<file path="src/rtl/if_fetch_unit.sv">
// Instruction fetch stage: PC, imem req/ack handshake, IF/ID register; 1 instr/cycle at zero-wait memory.
// Backpressure: cStall holds IF/ID and PC, a word arriving under stall is parked in a skid register.
module if_fetch_unit #(
  parameter logic [31:0] RESET_PC = 32'h00000000
) (
  input  logic        Clk,
  input  logic        Reset,
  input  logic        cPCSrc,
  input  logic        cPCMux,
  input  logic [31:0] PCSumImm,
  input  logic [31:0] ReadReg1IF,
  input  logic        cStall,
  output logic        IMemReq,
  output logic [31:0] IMemAddr,
  input  logic        IMemAck,
  input  logic [31:0] IMemData,
  output logic [31:0] oInstruction,
  output logic [31:0] oPCPlus4,
  output logic [31:0] oPC,
  output logic        oValid
);

  typedef enum logic [1:0] {
    ST_REQ     = 2'd0,
    ST_HOLD    = 2'd1,
    ST_DISCARD = 2'd2
  } state_t;

  state_t      state_q, state_d;
  logic [31:0] pc_q, pc_d;
  logic [31:0] addr_q, addr_d;
  logic        req_q, req_d;
  logic [31:0] skid_q, skid_d;
  logic [31:0] instr_q, instr_d;
  logic [31:0] opc_q, opc_d;
  logic [31:0] op4_q, op4_d;
  logic        valid_q, valid_d;

  logic        ack;
  logic [31:0] pc_plus4;
  logic [31:0] tgt_raw;
  logic [31:0] tgt;

  // Ack only counts against a request actually on the bus.
  assign ack      = IMemAck & req_q;
  assign pc_plus4 = pc_q + 32'd4;
  assign tgt_raw  = cPCMux ? ReadReg1IF : PCSumImm;
  assign tgt      = tgt_raw & ~32'h3;

  always_comb begin
    state_d = state_q;
    pc_d    = pc_q;
    skid_d  = skid_q;
    instr_d = instr_q;
    opc_d   = opc_q;
    op4_d   = op4_q;
    valid_d = valid_q;

    if (cPCSrc) begin
      pc_d    = tgt;
      instr_d = '0;
      valid_d = 1'b0;
      // An unanswered request must still complete before the target is fetched.
      state_d = (req_q && !ack) ? ST_DISCARD : ST_REQ;
    end else begin
      case (state_q)
        ST_REQ: begin
          if (ack) begin
            if (cStall) begin
              skid_d  = IMemData;
              state_d = ST_HOLD;
            end else begin
              instr_d = IMemData;
              opc_d   = pc_q;
              op4_d   = pc_plus4;
              valid_d = 1'b1;
              pc_d    = pc_plus4;
            end
          end else if (!cStall) begin
            valid_d = 1'b0;
          end
        end
        ST_HOLD: begin
          if (!cStall) begin
            instr_d = skid_q;
            opc_d   = pc_q;
            op4_d   = pc_plus4;
            valid_d = 1'b1;
            pc_d    = pc_plus4;
            state_d = ST_REQ;
          end
        end
        ST_DISCARD: begin
          valid_d = 1'b0;
          if (ack) begin
            state_d = ST_REQ;
          end
        end
        default: begin
          state_d = ST_REQ;
        end
      endcase
    end

    // Bus outputs are registered; DISCARD keeps the abandoned address stable until its ack.
    req_d  = (state_d != ST_HOLD);
    addr_d = (state_d == ST_DISCARD) ? addr_q : pc_d;
  end

  always_ff @(posedge Clk or negedge Reset) begin
    if (!Reset) begin
      state_q <= ST_REQ;
      pc_q    <= RESET_PC;
      addr_q  <= '0;
      req_q   <= 1'b0;
      skid_q  <= '0;
      instr_q <= '0;
      opc_q   <= '0;
      op4_q   <= '0;
      valid_q <= 1'b0;
    end else begin
      state_q <= state_d;
      pc_q    <= pc_d;
      addr_q  <= addr_d;
      req_q   <= req_d;
      skid_q  <= skid_d;
      instr_q <= instr_d;
      opc_q   <= opc_d;
      op4_q   <= op4_d;
      valid_q <= valid_d;
    end
  end

  assign IMemReq      = req_q;
  assign IMemAddr     = addr_q;
  assign oInstruction = instr_q;
  assign oPCPlus4     = op4_q;
  assign oPC          = opc_q;
  assign oValid       = valid_q;

endmodule

</file>
<file path="config.mk">
export PLATFORM = sky130hd
export DESIGN_NAME = if_fetch_unit
export DESIGN_NICKNAME = d
export VERILOG_FILES = /design/src/rtl/if_fetch_unit.sv
export SDC_FILE = /design/constraint.sdc
export NUM_CORES = 1
export LEC_CHECK = 0
export CORE_AREA = 10 10 144 146
export DETAILED_ROUTE_END_ITERATION = 7
export DIE_AREA = 0 0 154 156
export PLACE_DENSITY = 0.85
export SLEW_MARGIN = 40
export SYNTH_ARGS = -nofsm -noshare
export SYNTH_HDL_FRONTEND = slang
export SYNTH_SLANG_ARGS = --single-unit
</file>
<file path="constraint.sdc">
create_clock -name Clk -period 3.4 [get_ports Clk]
set_input_delay 0.68 -clock Clk [delete_from_list [all_inputs] [get_ports Clk]]
set_output_delay 0.68 -clock Clk [all_outputs]
set_load 0.01 [all_outputs]
</file>
==> flow_summary.yaml, run 1 <==
run_status:
  outcome: "finished, final reports clean"
timing:
  timing_max_transition_violations_final: 0
  rsz0062_at_grt: "no"
  max_slew_margin_pct: 51.9
  worst_slew_pin_slew_ns: 0.718
  setup_tns_final_ns: 0
  final.period_utilization_pct: 77.0
  finalCriticalPeriod_ns: 2.62
  setup-violations-final: 0
  worst_hold_slack_ns: 0.0847
  finalHoldViolCount: 0
  fmaxAchievable_mhz: 382
  fin_skew_ns: 0.00784
critical_path:
  setup.worst_path.end_class: "flip-flop"
  worstSetupStartpointType: "flip-flop"
  worstPathMaxFanout: 9
  worst-setup-path-type: "reg -> reg"
  arrival_time_worst_endpoint_ns: 2.93
  critPathRequiredTime_ns: 3.71
yosys:
  synth_enable_flop_cells: 0
  async_flop_share_pct: 100
  synth.avg_cell_area_um2: 11.1
  synth.net_count: 957
  synth.area.top_cells: "sky130_fd_sc_hd__dfrtp_1 51%, sky130_fd_sc_hd__mux2_2 10%, sky130_fd_sc_hd__mux2i_1 5.5%"
  synthCells: 850
  netlist.area_leader.share_pct: 51.4
  synth_top_flop_cell: "sky130_fd_sc_hd__dfrtp_1"
  synth_seq_cells: 194
  synthesis.area_um2: 9450
  yosysTopAreaCell: "sky130_fd_sc_hd__dfrtp_1"
  yosys_warnings: 0
  ys_seq_area_share_pct: 51.4
  yosysUniqueCellTypes: 70
cts:
  clock_sinks: 194
  cts_hold_repair.buffers: 0
  clockBufferDepth: 2
  path_clk_slew_ns: 0.07
  cts-buffers-inserted: 17
  clock_tree.root_cell: "sky130_fd_sc_hd__clkbuf_16"
  tritoncts: "built"
  postCtsSetupRepairBufs: 0
  cells_resized_by_post_cts_repair: 0
  cts_htree_levels: 4
  clk_latency_ns: 0.43
floorplan:
  num_rows: 49
  io_pins: 232
  chipHeight_um: 156
  floorplan.core_area_um2: 17800
  die_area_um2: 24000
  starting_density_of_the_core_pct: 53.0
  horizontal_die_dimension_um: 154
finish:
  drive_gt1_share_pct: 15.0
  most_common_cell_after_layout_fill_and_taps_aside: "sky130_fd_sc_hd__clkdlybuf4s50_1"
  layout.cells.most_common_list: "224 x sky130_fd_sc_hd__clkdlybuf4s50_1, 194 x sky130_fd_sc_hd__dfrtp_1, 97 x sky130_fd_sc_hd__nor2_1, 88 x sky130_fd_sc_hd__mux2_2, 52 x sky130_fd_sc_hd__mux2i_1"
  nNetsFinal: 1151
  area_delta_synth_final_pct: 31.0
  insertedDiodeCount: 0
detailed_routing:
  detailedRoute.firstPassIterationCount: 5
  drt-vias-per-instance: 5.92
  drt-wirelength-per-cell_um: 21.1
  finalWirelength_um: 27200
  via_count: 7607
  detail_route.iter0.violations: 480
  remaining_antenna_violation_count_after_routing: 0
  route.detailed.drc: 0
hold_path:
  timing.hold.worst.class: "in -> async"
power_and_ir_drop:
  vdd.ir_drop.worst_mv: 0.375
  static-leakage-power_nw: 5.02
  p_seq_share_pct: 43.3
  power-per-cell-area_nw_per_um2: 607
  fin_total_pwr_mw: 7.51
  netSwitchingPower_mw: 2.28
  cellInternalPower_mw: 5.23
  combPwrFrac_pct: 30.6
  clkPwrFrac_pct: 26.1
  switching_fraction_of_total_power_pct: 30.4
flow_run:
  reported_max_cap_violation_count: 0
placement:
  buffer_ports.inserted: 227
  hpwlAfterDp_um: 19700
  routabilityCongestion: 0.832
grt:
  grt_use_total_pct: 22.1
  grt_remaining_overflow: 0
  first_global_vias: 7790
  antenna_violations_before_repair: 0
  grt_first_pass_wirelength_um: 42700
  pin_count_of_the_biggest_net_entering_global_routing: 85
-- flip-flops by register name, indices dropped and copies added, names as in the netlist --
register and flops:
IMemReq 1, oPC 30, pc_q 32, IMemAddr 32
oPCPlus4 32, skid_q 32, oInstruction 32, oValid 1
state_q 2
-- per-stage QoR --
stage	util (%)	setup WS (ns)	cells	instance area, um^2
CTS	69.4	0.802	1286	12400
global placement	66.2	0.425	1254	11800
detailed placement	66.2	0.353	1254	11800
finish	69.4	0.781	1286	12400
global route	69.4	0.500	1286	12400
floorplan	-	1.17	850	9450
-- worst max-delay path: stages (launching register included) --
cell and delay, ns:
sky130_fd_sc_hd__dfrtp_1 0.47, sky130_fd_sc_hd__ha_1 0.30, sky130_fd_sc_hd__and3_1 0.51, sky130_fd_sc_hd__nand4_1 0.40, sky130_fd_sc_hd__o311ai_2 0.39, sky130_fd_sc_hd__nand3_2 0.12
sky130_fd_sc_hd__mux2_1 0.29
-- logic make-up after synthesis --
| family | after synthesis | synth area share, % |
|---|---|---|
| flops | 194 | 51.4 |
| buf+inv | 82 | 4.51 |
| mux | 144 | 16.5 |
| compound gates | 167 | 12.4 |
| fa+ha+maj | 5 | 0.662 |
| simple gates | 237 | 12.7 |
| xor+xnor | 21 | 1.95 |
-- synth_stat cells (3+ instances only) --
library cell / instances
sky130_fd_sc_hd__a21boi_0: 4
sky130_fd_sc_hd__nor3_1: 15
sky130_fd_sc_hd__nand3_1: 19
sky130_fd_sc_hd__buf_6: 5
sky130_fd_sc_hd__a21oi_1: 41
sky130_fd_sc_hd__and3_1: 9
sky130_fd_sc_hd__a22oi_1: 8
sky130_fd_sc_hd__a31oi_1: 11
sky130_fd_sc_hd__mux2i_1: 52
sky130_fd_sc_hd__nand2b_1: 3
sky130_fd_sc_hd__and2_1: 7
sky130_fd_sc_hd__nor2_1: 97
sky130_fd_sc_hd__o21ai_0: 17
sky130_fd_sc_hd__ha_1: 5
sky130_fd_sc_hd__and4_1: 3
sky130_fd_sc_hd__o211ai_1: 3
sky130_fd_sc_hd__nor2b_1: 7
sky130_fd_sc_hd__a21o_1: 4
sky130_fd_sc_hd__a41oi_1: 4
sky130_fd_sc_hd__buf_1: 9
sky130_fd_sc_hd__mux2_1: 4
sky130_fd_sc_hd__nand4_1: 9
sky130_fd_sc_hd__dfrtp_1: 194
sky130_fd_sc_hd__a211oi_1: 38
sky130_fd_sc_hd__nand2_1: 37
sky130_fd_sc_hd__or4_1: 5
sky130_fd_sc_hd__o31ai_1: 4
sky130_fd_sc_hd__xnor2_1: 13
sky130_fd_sc_hd__xor2_1: 8
sky130_fd_sc_hd__clkbuf_1: 11
sky130_fd_sc_hd__or3_1: 4
sky130_fd_sc_hd__mux2_2: 88
sky130_fd_sc_hd__nor4_1: 6
sky130_fd_sc_hd__o221ai_1: 3
sky130_fd_sc_hd__buf_2: 35
sky130_fd_sc_hd__buf_4: 10
sky130_fd_sc_hd__inv_1: 12
sky130_fd_sc_hd__nand3_2: 3
-- layer usage --
metal / wire [um] / up-vias / global-route usage, %
met2: 12900 / 330 / 35.7
met3: 2760 / 59 / 8.66
met4: 687 / 0 / 8.10
li1: - / 3478 / -
met1: 10900 / 3740 / 26.1
met5: 0 / - / 0
-- power by group through the flow --
stage                     Combinational, mW  Sequential, mW  Clock, mW
after global routing                   2.49            3.32       2.08
after global placement                 2.27            3.25          0
after detailed placement               2.33            3.29          0
final                                  2.30            3.25       1.96
after floorplan                       0.930            3.38          0
after CTS                              2.34            3.25       2.00
-- worst paths after layout --
path | depth (start not counted) | startpoint | slack (ns) | endpoint
worst max-delay path | 6 | pc_q[2] | 0.78 | IMemAddr[18]
worst min-delay path | 1 | Reset | 0.08 | oPCPlus4[24]
worst max register to register | 6 | pc_q[2] | 0.78 | IMemAddr[18]
worst min register to register | 2 | IMemAddr[1] | 0.48 | IMemAddr[1]
max in group asynchronous | 2 | Reset | 2.42 | skid_q[5]
min in group Clk | 2 | IMemAddr[1] | 0.48 | IMemAddr[1]
-- area by class of cell --
cell class,instances,area [um^2]
fillers,1356,5460
flip-flops and latches,194,4850
multi-input cells,574,4190
repair buffers,245,2430
clock buffers,22,474
well taps,229,287
clock inverters,10,97.6
inverters,12,45.0
(Power assumes the default switching activity.)
==> run 2: changes to the inputs <==
CORE_AREA = 10 10 156 158   (was 10 10 144 146)
DIE_AREA = 0 0 166 168   (was 0 0 154 156)
PLACE_DENSITY = 0.76   (was 0.85)
clock period = 2.2 ns   (was 3.4 ns; I/O delays follow)
==> run 2 against run 1 <==
  * Setup slack got worse by 0.72 ns
  * Power rose by 56%
  * Flip-flop and latch count did not move
  * Sequential power up 53%
  * Cell area increased by 6.5%
  * Non-clock buffer count up 80
  * Sequential share of layout area is 2.4 points lower
  * Critical path depth is 1 higher
  * Largest power group unchanged
  * Via count grew 0.87%
==> flow_summary.yaml, run 2 (same netlist as run 1, synthesis figures left out) <==
run_status:
  outcome: "finished, final reports clean"
finish:
  nNetsFinal: 1231
  drive_gt1_share_pct: 21.6
  finish.utilization_pct: 61.6
  fill_cells: 1727
  layout.cells.most_common_list: "223 x sky130_fd_sc_hd__clkdlybuf4s50_1, 194 x sky130_fd_sc_hd__dfrtp_1, 97 x sky130_fd_sc_hd__nor2_1, 88 x sky130_fd_sc_hd__mux2_2, 83 x sky130_fd_sc_hd__buf_4"
  most_common_cell_after_layout_fill_and_taps_aside: "sky130_fd_sc_hd__clkdlybuf4s50_1"
  area_delta_synth_final_pct: 39.5
  insertedDiodeCount: 0
floorplan:
  horizontal_die_dimension_um: 166
  io_pins: 232
  die_area_um2: 27900
  num_rows: 54
  floorplan.core_area_um2: 21400
  starting_density_of_the_core_pct: 44.1
  chipHeight_um: 168
cts:
  clock_tree.root_cell: "sky130_fd_sc_hd__clkbuf_16"
  tritoncts: "built"
  path_clk_slew_ns: 0.07
  clk_latency_ns: 0.43
  clockBufferDepth: 2
  cts-buffers-inserted: 17
  clock_sinks: 194
  cts_htree_levels: 4
critical_path:
  worstPathCellList: "inv_1 -> ha_4 -> nand2b_2 -> o221a_2 -> a21oi_1 -> o221ai_1 -> mux2_1"
  critPathRequiredTime_ns: 2.51
  worstPathMaxFanout: 12
  worst-setup-path-type: "reg -> reg"
  worst_r2r_startpoint: "state_q[1]"
  crit_path_max_incr_delay_ns: 0.41
  setup.worst_path.end_class: "flip-flop"
  arrival_time_worst_endpoint_ns: 2.45
  crit_slowest_cell: "sky130_fd_sc_hd__o221a_2"
  reg2reg_slack_ns: 0.06
  critical_register_to_register_path_endpoint: "IMemAddr[10]"
  timing.reg2reg.worst_path_depth: 7
  worstSetupStartpointType: "flip-flop"
  cp-startpoint: "state_q[1]"
hold_path:
  timing.hold.worst.start: "cPCSrc"
  hold_end: "oValid"
  timing.hold.worst_path_depth: 3
  timing.hold.worst.class: "in -> reg"
timing:
  worst_hold_slack_ns: 0.463
  timing_max_transition_violations_final: 0
  rsz0062_at_grt: "no"
  finalHoldViolCount: 0
  fmaxAchievable_mhz: 468
  worst_slew_pin_slew_ns: 0.602
  setup-violations-final: 0
  final.period_utilization_pct: 97.1
  finalCriticalPeriod_ns: 2.14
  max_slew_margin_pct: 59.9
  fin_skew_ns: 0.0148
grt:
  antenna_violations_before_repair: 0
  pin_count_of_the_biggest_net_entering_global_routing: 65
  grt_first_pass_wirelength_um: 44300
  grt_use_total_pct: 19.6
  first_global_vias: 7921
  grt_remaining_overflow: 0
power_and_ir_drop:
  power-per-cell-area_nw_per_um2: 891
  cellInternalPower_mw: 8.11
  netSwitchingPower_mw: 3.65
  combPwrFrac_pct: 33.2
  static-leakage-power_nw: 5.46
  p_seq_share_pct: 42.2
  clkPwrFrac_pct: 24.6
  switching_fraction_of_total_power_pct: 31.0
  vdd.ir_drop.worst_mv: 0.586
detailed_routing:
  route.detailed.drc: 0
  via_count: 7673
  detail_route.iter0.violations: 418
  drt-wirelength-per-cell_um: 20.0
  detailedRoute.firstPassIterationCount: 5
  finalWirelength_um: 28300
  drt-vias-per-instance: 5.42
  remaining_antenna_violation_count_after_routing: 0
placement:
  routabilityCongestion: 0.842
  buffer_ports.inserted: 227
  hpwlAfterDp_um: 21200
flow_run:
  reported_max_cap_violation_count: 0
-- run 2: changes by cell type in the layout (fill, tap and decap cells not counted), moves of 2 or more --
cell / previous run / this run
sky130_fd_sc_hd__clkbuf_8: 4 / 1
sky130_fd_sc_hd__inv_8: 0 / 2
sky130_fd_sc_hd__buf_12: 2 / 11
sky130_fd_sc_hd__buf_4: 16 / 83
sky130_fd_sc_hd__ha_4: 0 / 2
sky130_fd_sc_hd__buf_6: 0 / 3
-- run 2: timing repair --
action	in CTS	in global routing
pin swaps	0	0
resized for setup	7	7
setup buffers	3	1
hold buffers	1	0
endpoints found under the setup margin	82	59
endpoints found under the hold margin	47	0
-- run 2: per-layer routing --
layer  vias up  track usage [%]  part of all wire [%]
met4         0             3.70                   1.1
met3        29             7.36                   8.8
met1      3721             24.2                    43
met2       299             32.4                    47
met5         -                0                     0
li1       3624                -                     -
-- run 2: layout make-up --
type,instances,area (um^2),area share [%]
Clock buffer,18,429,3.25
Multi-Input combinational cell,574,4250,32.2
Inverter,12,45.0,0.342
Sequential cell,194,4850,36.8
Clock inverter,13,104,0.788
Tap cell,280,350,2.66
Timing Repair Buffer,325,3160,23.9
-- run 2: power by group through the flow --
| stage | registers, mW | logic (mW) | clock network [mW] |
|---|---|---|---|
| global placement | 4.99 | 3.81 | 0 |
| CTS | 4.98 | 3.93 | 2.94 |
| global route | 5.08 | 4.20 | 3.08 |
| floorplan | 5.22 | 1.44 | 0 |
| finish | 4.96 | 3.90 | 2.89 |
| detailed placement | 5.04 | 3.89 | 0 |
-- run 2: per-stage QoR --
stage	instances	setup TNS [ns]	power, mW	setup slack, ns	instance area (um^2)
floorplan	850	0	6.66	0.0313	9460
global placement	1380	-58.89	8.80	-0.472	12600
detailed placement	1380	-59.11	8.94	-0.474	12600
CTS	1415	0	11.8	0.0171	13100
global route	1416	0	12.4	0.00293	13200
finish	1416	0	11.8	0.0631	13200
-- run 2: how the worst max path moves through the flow --
stage | end | cells past startpoint
4_1_cts | oPC[3] | 8
6_report | IMemAddr[10] | 7
2_1_floorplan | oPCPlus4[0] | 9
5_1_grt | IMemAddr[10] | 7
3_3_place_gp | oPC[17] | 7
3_5_place_dp | oPC[30] | 7
-- run 2: worst max-delay path, delay by kind of cell (launching register included) --
family	cells	cell delay (ns)
AOI/OAI and AO/OA	3	0.79
DFF	1	0.34
muxes	1	0.33
and+or+nand+nor	1	0.24
adders and majority gates	1	0.21
buffers and inverters	1	0.10
==> run 3: changes to the inputs <==
CORE_AREA = 10 10 121 205   (was 10 10 156 158)
DIE_AREA = 0 0 131 215   (was 0 0 166 168)
PLACE_DENSITY = 0.8   (was 0.76)
==> run 3 against run 2 <==
  * Sequential share of layout area decreased by 0.16 points
  * Clock power is essentially flat
  * Combinational power up 2%
  * Wire length up 1.7%
  * Clock skew decreased by 0.0073 ns
  * Via count is 1.7% higher
  * Critical path depth did not move
  * Global-route usage up 0.74 points
  * Non-clock buffer count is the same
  * First-iteration DRC count grew 21%
  * Critical endpoint is now IMemAddr[30]
  * Largest cell class unchanged
==> flow_summary.yaml, run 3 (same netlist as run 1, synthesis figures left out) <==
critical_path:
  setup.worst_path.end_class: "flip-flop"
  worstSetupStartpointType: "input port"
  cp-startpoint: "cStall"
  cpMostUsedCell: "sky130_fd_sc_hd__buf_4"
  critPathRequiredTime_ns: 2.58
  worst_r2r_startpoint: "state_q[1]"
  worstPathCellList: "clkdlybuf4s50_1 -> buf_4 -> buf_4 -> or4_1 -> nor3_1 -> o32a_1 -> mux2_2"
  crit_slowest_cell: "sky130_fd_sc_hd__clkdlybuf4s50_1"
  worstPathMaxFanout: 11
  crit_path_max_incr_delay_ns: 0.63
  worst-setup-path-type: "in -> reg"
  arrival_time_worst_endpoint_ns: 2.53
cts:
  cts_htree_levels: 4
  clk_latency_ns: 0.44
  clockBufferDepth: 2
  clock_tree.root_cell: "sky130_fd_sc_hd__clkbuf_16"
  clock_sinks: 194
  tritoncts: "built"
  path_clk_slew_ns: 0.07
  cts-buffers-inserted: 17
finish:
  finish.utilization_pct: 61.9
  insertedDiodeCount: 0
  fin_area_um2: 13200
  fill_cells: 1688
  area_delta_synth_final_pct: 40.1
  multi_input_area_um2: 4260
  seq_area_um2: 4850
  nNetsFinal: 1231
  drive_gt1_share_pct: 22.0
  layout.cells.most_common_list: "224 x sky130_fd_sc_hd__clkdlybuf4s50_1, 194 x sky130_fd_sc_hd__dfrtp_1, 97 x sky130_fd_sc_hd__nor2_1, 88 x sky130_fd_sc_hd__mux2_2, 83 x sky130_fd_sc_hd__buf_4"
  most_common_cell_after_layout_fill_and_taps_aside: "sky130_fd_sc_hd__clkdlybuf4s50_1"
grt:
  first_global_vias: 8214
  grt_remaining_overflow: 0
  grt_first_pass_wirelength_um: 44700
  antenna_violations_before_repair: 0
  grt_use_total_pct: 20.4
  pin_count_of_the_biggest_net_entering_global_routing: 56
floorplan:
  num_rows: 71
  floorplan.core_area_um2: 21400
  chipHeight_um: 215
  starting_density_of_the_core_pct: 44.1
  io_pins: 232
  die_area_um2: 28200
  horizontal_die_dimension_um: 131
power_and_ir_drop:
  vdd.ir_drop.worst_mv: 0.548
  power-per-cell-area_nw_per_um2: 893
  fin_total_pwr_mw: 11.8
  clkPwrFrac_pct: 24.6
  switching_fraction_of_total_power_pct: 31.0
  p_seq_share_pct: 41.9
  netSwitchingPower_mw: 3.66
  cellInternalPower_mw: 8.16
  combPwrFrac_pct: 33.6
  static-leakage-power_nw: 5.46
detailed_routing:
  detail_route.iter0.violations: 507
  remaining_antenna_violation_count_after_routing: 0
  route.detailed.drc: 0
  drt-vias-per-instance: 5.46
  finalWirelength_um: 28800
  detailedRoute.firstPassIterationCount: 5
  drt-wirelength-per-cell_um: 20.2
  via_count: 7806
timing:
  finalCriticalPeriod_ns: 2.15
  finalHoldViolCount: 0
  max_slew_margin_pct: 60.9
  fmaxAchievable_mhz: 465
  fin_skew_ns: 0.00747
  rsz0062_at_grt: "yes"
  timing_max_transition_violations_final: 0
  setup-violations-final: 0
  worst_slew_pin_slew_ns: 0.586
  final.period_utilization_pct: 97.7
placement:
  hpwlAfterDp_um: 21800
  buffer_ports.inserted: 227
  routabilityCongestion: 0.878
  dpl-instance-area_um2: 12600
hold_path:
  timing.hold.worst.class: "in -> reg"
  timing.hold.worst.start: "cPCSrc"
flow_run:
  reported_max_cap_violation_count: 0
run_status:
  outcome: "finished, final reports clean"
## run 3: layer usage
layer / vias up / global-route usage (%) / wire length, um
li1: 3639 / - / -
met1: 3816 / 21.4 / 10300
met2: 288 / 35.7 / 15200
met4: 0 / 10.3 / 1240
met3: 63 / 5.64 / 2140
met5: - / 0 / 0
## run 3: repair_timing
item | CTS | global route
buffers inserted | 0 | 1
endpoints found under the setup margin | 90 | 112
pin swaps | 0 | 2
gates cloned | 0 | 1
hold buffers | 1 | 0
hold endpoints to repair | 52 | 0
gates resized for setup | 6 | 10
## run 3: area by class of cell
class,instances,share of cell area [%]
inverter,12,0.340
timing repair buffer,325,24.0
sequential,194,36.7
multi-input combinational,574,32.2
clock buffer,20,3.45
tap,292,2.76
clock inverter,12,0.624
## run 3: final timing paths
| check | to | slack (ns) | depth (start not counted) |
|---|---|---|---|
| min in group asynchronous | oPC[13] | 0.53 | 2 |
| setup / recovery | IMemAddr[30] | 0.05 | 7 |
| hold / removal | oValid | 0.35 | 2 |
| hold reg to reg | IMemAddr[1] | 0.48 | 2 |
| setup reg to reg | IMemAddr[27] | 0.08 | 7 |
| max in group asynchronous | pc_q[24] | 1.01 | 3 |
## run 3: worst max-delay path: cells and delay by family
family                 cells  cell delay [ns]
buffers and inverters      3             1.06
muxes                      1             0.15
AOI/OAI and AO/OA          1             0.20
and+or+nand+nor            2             0.68
## run 3: power groups by stage
stage               registers [mW]  clock network (mW)  logic (mW)
global placement              4.97                   0        3.88
CTS                           4.95                2.97        3.98
detailed placement            5.01                   0        3.95
floorplan                     5.22                   0        1.44
global route                  5.07                3.08        4.26
finish                        4.95                2.90        3.97
## run 3: per-stage QoR
stage               hold slack (ns)  instances  setup slack [ns]  setup TNS, ns
floorplan                     0.144        850            0.0313              0
global placement              0.447       1394            -0.395         -38.01
detailed placement            0.445       1394            -0.422         -45.63
CTS                           0.321       1427            0.0272              0
global route                  0.359       1429           -0.0261        -0.0912
finish                        0.353       1429            0.0505              0
